[config.mk]
export PLATFORM = sky130hd
export DESIGN_NAME = life_manager
export DESIGN_NICKNAME = d
export VERILOG_FILES = /design/src/rtl/life_pkg.sv /design/src/rtl/rise_edge_det.sv /design/src/rtl/life_manager.sv
export SDC_FILE = /design/constraint.sdc
export NUM_CORES = 1
export LEC_CHECK = 0
export CAP_MARGIN = 20
export CORE_MARGIN = 5
export CORE_UTILIZATION = 50
export CTS_CLUSTER_SIZE = 8
export DETAILED_ROUTE_END_ITERATION = 16
export PLACE_DENSITY = 0.74
export REMOVE_ABC_BUFFERS = 1
export SLEW_MARGIN = 0
export SYNTH_ARGS = -nofsm -noshare
export SYNTH_HDL_FRONTEND = slang
export SYNTH_SLANG_ARGS = --single-unit
[constraint.sdc]
create_clock -name i_clk -period 1.45 [get_ports i_clk]
set_input_delay 0.29 -clock i_clk [delete_from_list [all_inputs] [get_ports i_clk]]
set_output_delay 0.29 -clock i_clk [all_outputs]
set_load 0.02 [all_outputs]
[src/rtl/life_pkg.sv]
// Shared lives-state types and the default lives constants also used by the HUD lives compositor.
// Pure declarations: no latency and no flow control.
package life_pkg;

    typedef enum logic [1:0] {
        LS_PLAY  = 2'd0,
        LS_GRACE = 2'd1,
        LS_OVER  = 2'd2
    } life_state_t;

    localparam int DEFAULT_MAX_LIVES   = 3;
    localparam int DEFAULT_START_LIVES = 3;
    localparam int DEFAULT_LIVES_W     = $clog2(DEFAULT_MAX_LIVES + 1);

    // Sprite is visible during the even half-phases of the grace window.
    function automatic logic blink_visible(input int frame_cnt, input int period);
        return ((frame_cnt / period) % 2) == 0;
    endfunction

endpackage

[src/rtl/rise_edge_det.sv]
// Rising-edge detector: registers the previous sample and flags in & ~in_q.
// The rise output is combinational from i_d (same cycle as the new level); no backpressure.
module rise_edge_det (
    input  logic i_clk,
    input  logic i_rst,
    input  logic i_d,
    output logic o_rise
);

    logic r_q;

    always_ff @(posedge i_clk) begin
        if (i_rst) begin
            r_q <= 1'b0;
        end else begin
            r_q <= i_d;
        end
    end

    assign o_rise = i_d & ~r_q;

endmodule

[src/rtl/life_manager.sv]
// Player lives FSM: hit decrement, frame-counted grace blink, bonus lives, game-over hold and restart.
// All outputs registered, 1-cycle response to the sampled input edge; no backpressure, inputs never stalled.
module life_manager
    import life_pkg::*;
#(
    parameter int MAX_LIVES        = DEFAULT_MAX_LIVES,
    parameter int START_LIVES      = DEFAULT_START_LIVES,
    parameter int GRACE_FRAMES     = 60,
    parameter int BLINK_PERIOD     = 8,
    parameter int OVER_HOLD_FRAMES = 120,
    parameter int LIVES_W          = $clog2(MAX_LIVES + 1)
) (
    input  logic               i_clk,
    input  logic               i_rst,
    input  logic               i_v_sync,
    input  logic               i_barrier_hit,
    input  logic               i_bonus,
    input  logic               i_restart,
    output logic [LIVES_W-1:0] o_lives,
    output logic               o_blink_on,
    output logic               o_invulnerable,
    output logic               o_life_lost,
    output logic               o_out_of_lives,
    output logic               o_game_active
);

    localparam int FRAME_W = $clog2(GRACE_FRAMES + 1);
    localparam int HOLD_W  = $clog2(OVER_HOLD_FRAMES + 1);

    localparam logic [LIVES_W-1:0] L_MAX   = LIVES_W'(MAX_LIVES);
    localparam logic [LIVES_W-1:0] L_START = LIVES_W'(START_LIVES);
    localparam logic [LIVES_W-1:0] L_ONE   = LIVES_W'(1);
    localparam logic [FRAME_W-1:0] F_LAST  = FRAME_W'(GRACE_FRAMES - 1);
    localparam logic [HOLD_W-1:0]  H_FULL  = HOLD_W'(OVER_HOLD_FRAMES);

    logic w_tick;
    logic w_hit;
    logic w_restart;

    rise_edge_det u_vsync_det (
        .i_clk  (i_clk),
        .i_rst  (i_rst),
        .i_d    (i_v_sync),
        .o_rise (w_tick)
    );

    rise_edge_det u_hit_det (
        .i_clk  (i_clk),
        .i_rst  (i_rst),
        .i_d    (i_barrier_hit),
        .o_rise (w_hit)
    );

    rise_edge_det u_restart_det (
        .i_clk  (i_clk),
        .i_rst  (i_rst),
        .i_d    (i_restart),
        .o_rise (w_restart)
    );

    life_state_t        r_state;
    logic [LIVES_W-1:0] r_lives;
    logic [FRAME_W-1:0] r_frame_cnt;
    logic [HOLD_W-1:0]  r_hold_cnt;
    logic               r_blink_on;
    logic               r_life_lost;

    life_state_t        w_state_nxt;
    logic [LIVES_W-1:0] w_lives_nxt;
    logic [FRAME_W-1:0] w_frame_nxt;
    logic [HOLD_W-1:0]  w_hold_nxt;
    logic               w_blink_nxt;
    logic               w_lost_nxt;
    logic [FRAME_W-1:0] w_frame_inc;

    assign w_frame_inc = r_frame_cnt + FRAME_W'(1);

    always_comb begin
        w_state_nxt = r_state;
        w_lives_nxt = r_lives;
        w_frame_nxt = r_frame_cnt;
        w_hold_nxt  = r_hold_cnt;
        w_blink_nxt = r_blink_on;
        w_lost_nxt  = 1'b0;

        case (r_state)
            LS_PLAY: begin
                // A hit takes priority over a same-cycle bonus; a same-cycle tick is absorbed.
                if (w_hit) begin
                    w_lost_nxt = 1'b1;
                    if (r_lives > L_ONE) begin
                        w_lives_nxt = r_lives - L_ONE;
                        w_frame_nxt = '0;
                        w_blink_nxt = 1'b1;
                        w_state_nxt = LS_GRACE;
                    end else begin
                        w_lives_nxt = '0;
                        w_hold_nxt  = '0;
                        w_state_nxt = LS_OVER;
                    end
                end else if (i_bonus && (r_lives < L_MAX)) begin
                    w_lives_nxt = r_lives + L_ONE;
                end
            end

            LS_GRACE: begin
                if (i_bonus && (r_lives < L_MAX)) begin
                    w_lives_nxt = r_lives + L_ONE;
                end
                if (w_tick) begin
                    if (r_frame_cnt == F_LAST) begin
                        w_frame_nxt = '0;
                        w_blink_nxt = 1'b1;
                        w_state_nxt = LS_PLAY;
                    end else begin
                        w_frame_nxt = w_frame_inc;
                        w_blink_nxt = blink_visible(int'(w_frame_inc), BLINK_PERIOD);
                    end
                end
            end

            LS_OVER: begin
                if (w_tick && (r_hold_cnt < H_FULL)) begin
                    w_hold_nxt = r_hold_cnt + HOLD_W'(1);
                end
                // Restart only counts once the hold has fully elapsed; early requests are dropped.
                if (w_restart && (r_hold_cnt == H_FULL)) begin
                    w_lives_nxt = L_START;
                    w_hold_nxt  = '0;
                    w_frame_nxt = '0;
                    w_blink_nxt = 1'b1;
                    w_state_nxt = LS_PLAY;
                end
            end

            default: begin
                w_state_nxt = LS_PLAY;
                w_lives_nxt = L_START;
                w_frame_nxt = '0;
                w_hold_nxt  = '0;
                w_blink_nxt = 1'b1;
            end
        endcase
    end

    always_ff @(posedge i_clk) begin
        if (i_rst) begin
            r_state     <= LS_PLAY;
            r_lives     <= L_START;
            r_frame_cnt <= '0;
            r_hold_cnt  <= '0;
            r_blink_on  <= 1'b1;
            r_life_lost <= 1'b0;
        end else begin
            r_state     <= w_state_nxt;
            r_lives     <= w_lives_nxt;
            r_frame_cnt <= w_frame_nxt;
            r_hold_cnt  <= w_hold_nxt;
            r_blink_on  <= w_blink_nxt;
            r_life_lost <= w_lost_nxt;
        end
    end

    assign o_lives        = r_lives;
    assign o_blink_on     = r_blink_on;
    assign o_life_lost    = r_life_lost;
    assign o_invulnerable = (r_state == LS_GRACE);
    assign o_out_of_lives = (r_state == LS_OVER);
    assign o_game_active  = (r_state != LS_OVER);

endmodule
==> run metrics, run 1 <==
outcome finished, violations left; failing checks setup timing; Slew Viols, Final 0; Worst EP required 1690 ps; Setup CP Type reg2reg; clock root cell clkbuf_4; most common cell in the synthesized netlist dfxtp_1; wire per inst 17.0 um; routed via count 1297; Storage cell area 450 sq um; initial drt markers 83; synth unique cells 47; TritonCTS Buffers 3; # rows 18; clk slew on worst S/H paths 130 ps; fin util 73.3%; Final Hold Vio Count 0; Area Growth Syn to Fin 37.4%; Die Width 61.9 um; Max-Slew Margin vs Limit 72.2%; initial antenna violation count 0; Seq cells post-synth 22; Layout Nets 203; average vias per placed instance 5.92; Leak 0.760 nW; max_cap viols 0; Cells after DPL 208; Synth Area per Inst 9.16 sq um; area occupied by multi-input gates 931 sq um; R2R depth 5; CTS tree done; Hold Crit Class in2reg; worst reg2reg setup slack -40 ps; GP Congestion 0.845; final instance area 1850 sq um; Min-Delay Path Depth 2; hold path startpoint i_barrier_hit; Top Ports 13; Die Y 61.9 um; RSZ-0062 raised after global routing true; Total Wirelength 3.72 mm; Critical R2R Capture r_frame_cnt[2]$_SDFFE_PP0P_; largest net degree at the start of global routing 14; worst vdd ir 0.00129 V; Finish-stage setup viols 4; number of synthesis warnings 0; actual slew at the worst max-slew pin 417 ps; fin worst setup slack -39.4 ps; async set-reset flop share out of synthesis 0%; CP Launch Type flop; overall routing resource usage 19.9%; Detail Route Antenna Nets 0; fin cells 219; die area 3830 sq um; critical path arrival 1730 ps; Synth top area share 32.7%; Mapped Cells 147; Core Box Area 2520 sq um; sequential-to-total area share from yosys stat 32.7%; WHS Endpoint u_hit_det.r_q$_SDFF_PP0_; dominant synthesized flop cell dfxtp_1; first-pass GRT wire length 5.68 mm; dpl cell area 1650 sq um; cts hold-fix bufs 0; Critical Path Start o_lives[1]$_SDFFE_PP1P_; IO Port Bufs 12; H-tree levels 1; crit end category flop; Layout Skew 1.71 ps; Detailed Place HPWL 2.39 mm; # DRC 0; fmax 671 MHz; CTS Sinks 22; top post-synthesis cells by count dfxtp_1, a21oi_1, nand2_1, nand3_1; initial core utilization 53.4%; largest cells by area after synthesis dfxtp_1, ha_1, a21oi_1; Worst Path Max Fanout 8; share of layout cells above drive strength 1 41.3%; fin crit share 103%; mapped cell area 1350 sq um; Clk Latency, worst-skew pair 320 ps; power per standard cell area 1140 nW/um^2; vias in the first global route 1293; global route overflow 0; Yosys top cell by area dfxtp_1; Pre-antenna DRT Iters 4; Crit Reg-Reg Startpoint o_lives[1]$_SDFFE_PP1P_; CTS max path bufs 2; # diodes 0; minimum clock period 1490 ps; EDFF count, synth 0; fill count 180
through the flow:
step / TNS, ps / power [mW] / hold slack, ps / worst slack [ps]
after floorplan: -2190 / 1.15 / 358 / -248
after CTS: -670 / 1.99 / 327 / -84.8
after global placement: -6160 / 1.42 / 462 / -442
final: -83.2 / 2.10 / 300 / -39.4
after detailed placement: -6590 / 1.44 / 469 / -442
after global routing: -677 / 2.21 / 310 / -106
where the power goes:
part           switching [mW]  total (mW)  internal, mW
logic                   0.481       0.915         0.434
registers              0.0447       0.698         0.653
clock network           0.207       0.487         0.280
total                   0.732        2.10          1.37
logic make-up (layout without fill, tap and decap cells):
group           count (synthesis)  count (layout)  synth area share, %
simple gates                   60              60                 28.7
compound gates                 39              40                 23.0
flops                          22              22                 32.7
buf+inv                        14              55                 5.48
fa+ha+maj                       7               7                 6.51
mux                             3               3                 2.23
xor+xnor                        2               2                 1.30
cell usage in the layout (no fill, tap or decap), types with 5 or more instances in the layout:
cell / instances
nor2b_1: 5
a21oi_1: 9
buf_4: 29
dfxtp_2: 5
nand2_1: 9
nand3_1: 9
ha_1: 5
and3_1: 5
nor2_1: 6
dfxtp_1: 16
critical path: stages (launching register included):
cell and delay, ps:
dfxtp_2 350, buf_4 160, nor3b_4 160, a221oi_4 400, nand2_4 110, a311oi_2 220
how the worst max path moves through the flow:
stage                                  end  slack [ps]
4_1_cts        r_frame_cnt[3]$_SDFFE_PP0P_         -80
6_report       r_frame_cnt[2]$_SDFFE_PP0P_         -40
5_1_grt        r_frame_cnt[3]$_SDFFE_PP0P_        -110
3_3_place_gp    r_hold_cnt[5]$_SDFFE_PP0P_        -440
2_1_floorplan   r_hold_cnt[5]$_SDFFE_PP0P_        -250
3_5_place_dp   r_frame_cnt[2]$_SDFFE_PP0P_        -440
timing repair:
| action | CTS | global route |
|---|---|---|
| resized for setup | 33 | 26 |
| setup buffers | 4 | 3 |
| endpoints found under the hold margin | 0 | 0 |
| setup endpoints to repair | 23 | 21 |
| pin swaps | 7 | 14 |
| cloned | 1 | 0 |
layout make-up:
class / count / share of cell area [%]
Clock buffer: 3 / 1.22
Sequential cell: 22 / 24.4
Clock inverter: 1 / 1.62
Inverter: 7 / 1.42
Multi-Input combinational cell: 112 / 50.3
Tap cell: 30 / 2.03
Timing Repair Buffer: 44 / 19.0
metal layers:
metal / up-vias / track usage (%) / wire length [um]
li1: 632 / - / -
met1: 614 / 23.5 / 1570
met2: 42 / 34.5 / 1920
met3: 9 / 3.72 / 150
met4: 0 / 9.09 / 87
met5: - / 0 / 0
state kept, by name (all words and copies together), names as in the netlist:
name and flops:
u_restart_det.r_q 1, o_blink_on 1, u_vsync_det.r_q 1, u_hit_det.r_q 1, r_state 2, r_hold_cnt 7
o_lives 2, r_frame_cnt 6, o_life_lost 1
Note: power is estimated with default switching activity, not from simulation.
==> run 2, diff against run 1 <==
--- a/config.mk
+++ b/config.mk
@@ -5,6 +5,8 @@
 export SDC_FILE = /design/constraint.sdc
 export NUM_CORES = 1
 export LEC_CHECK = 0
+export ABC_AREA = 0
+export ABC_CLOCK_PERIOD_IN_PS = 1450
 export CAP_MARGIN = 20
 export CORE_MARGIN = 5
 export CORE_UTILIZATION = 50
==> results of run 2 <==
Final layout, timing and power as in run 1 (identical DEF).
==> run 3, diff against run 2 <==
--- a/config.mk
+++ b/config.mk
@@ -6,8 +6,6 @@
 export NUM_CORES = 1
 export LEC_CHECK = 0
 export ABC_AREA = 0
-export ABC_CLOCK_PERIOD_IN_PS = 1450
-export CAP_MARGIN = 20
 export CORE_MARGIN = 5
 export CORE_UTILIZATION = 50
 export CTS_CLUSTER_SIZE = 8
==> results of run 3 <==
Final layout, timing and power as in run 1 (identical DEF).
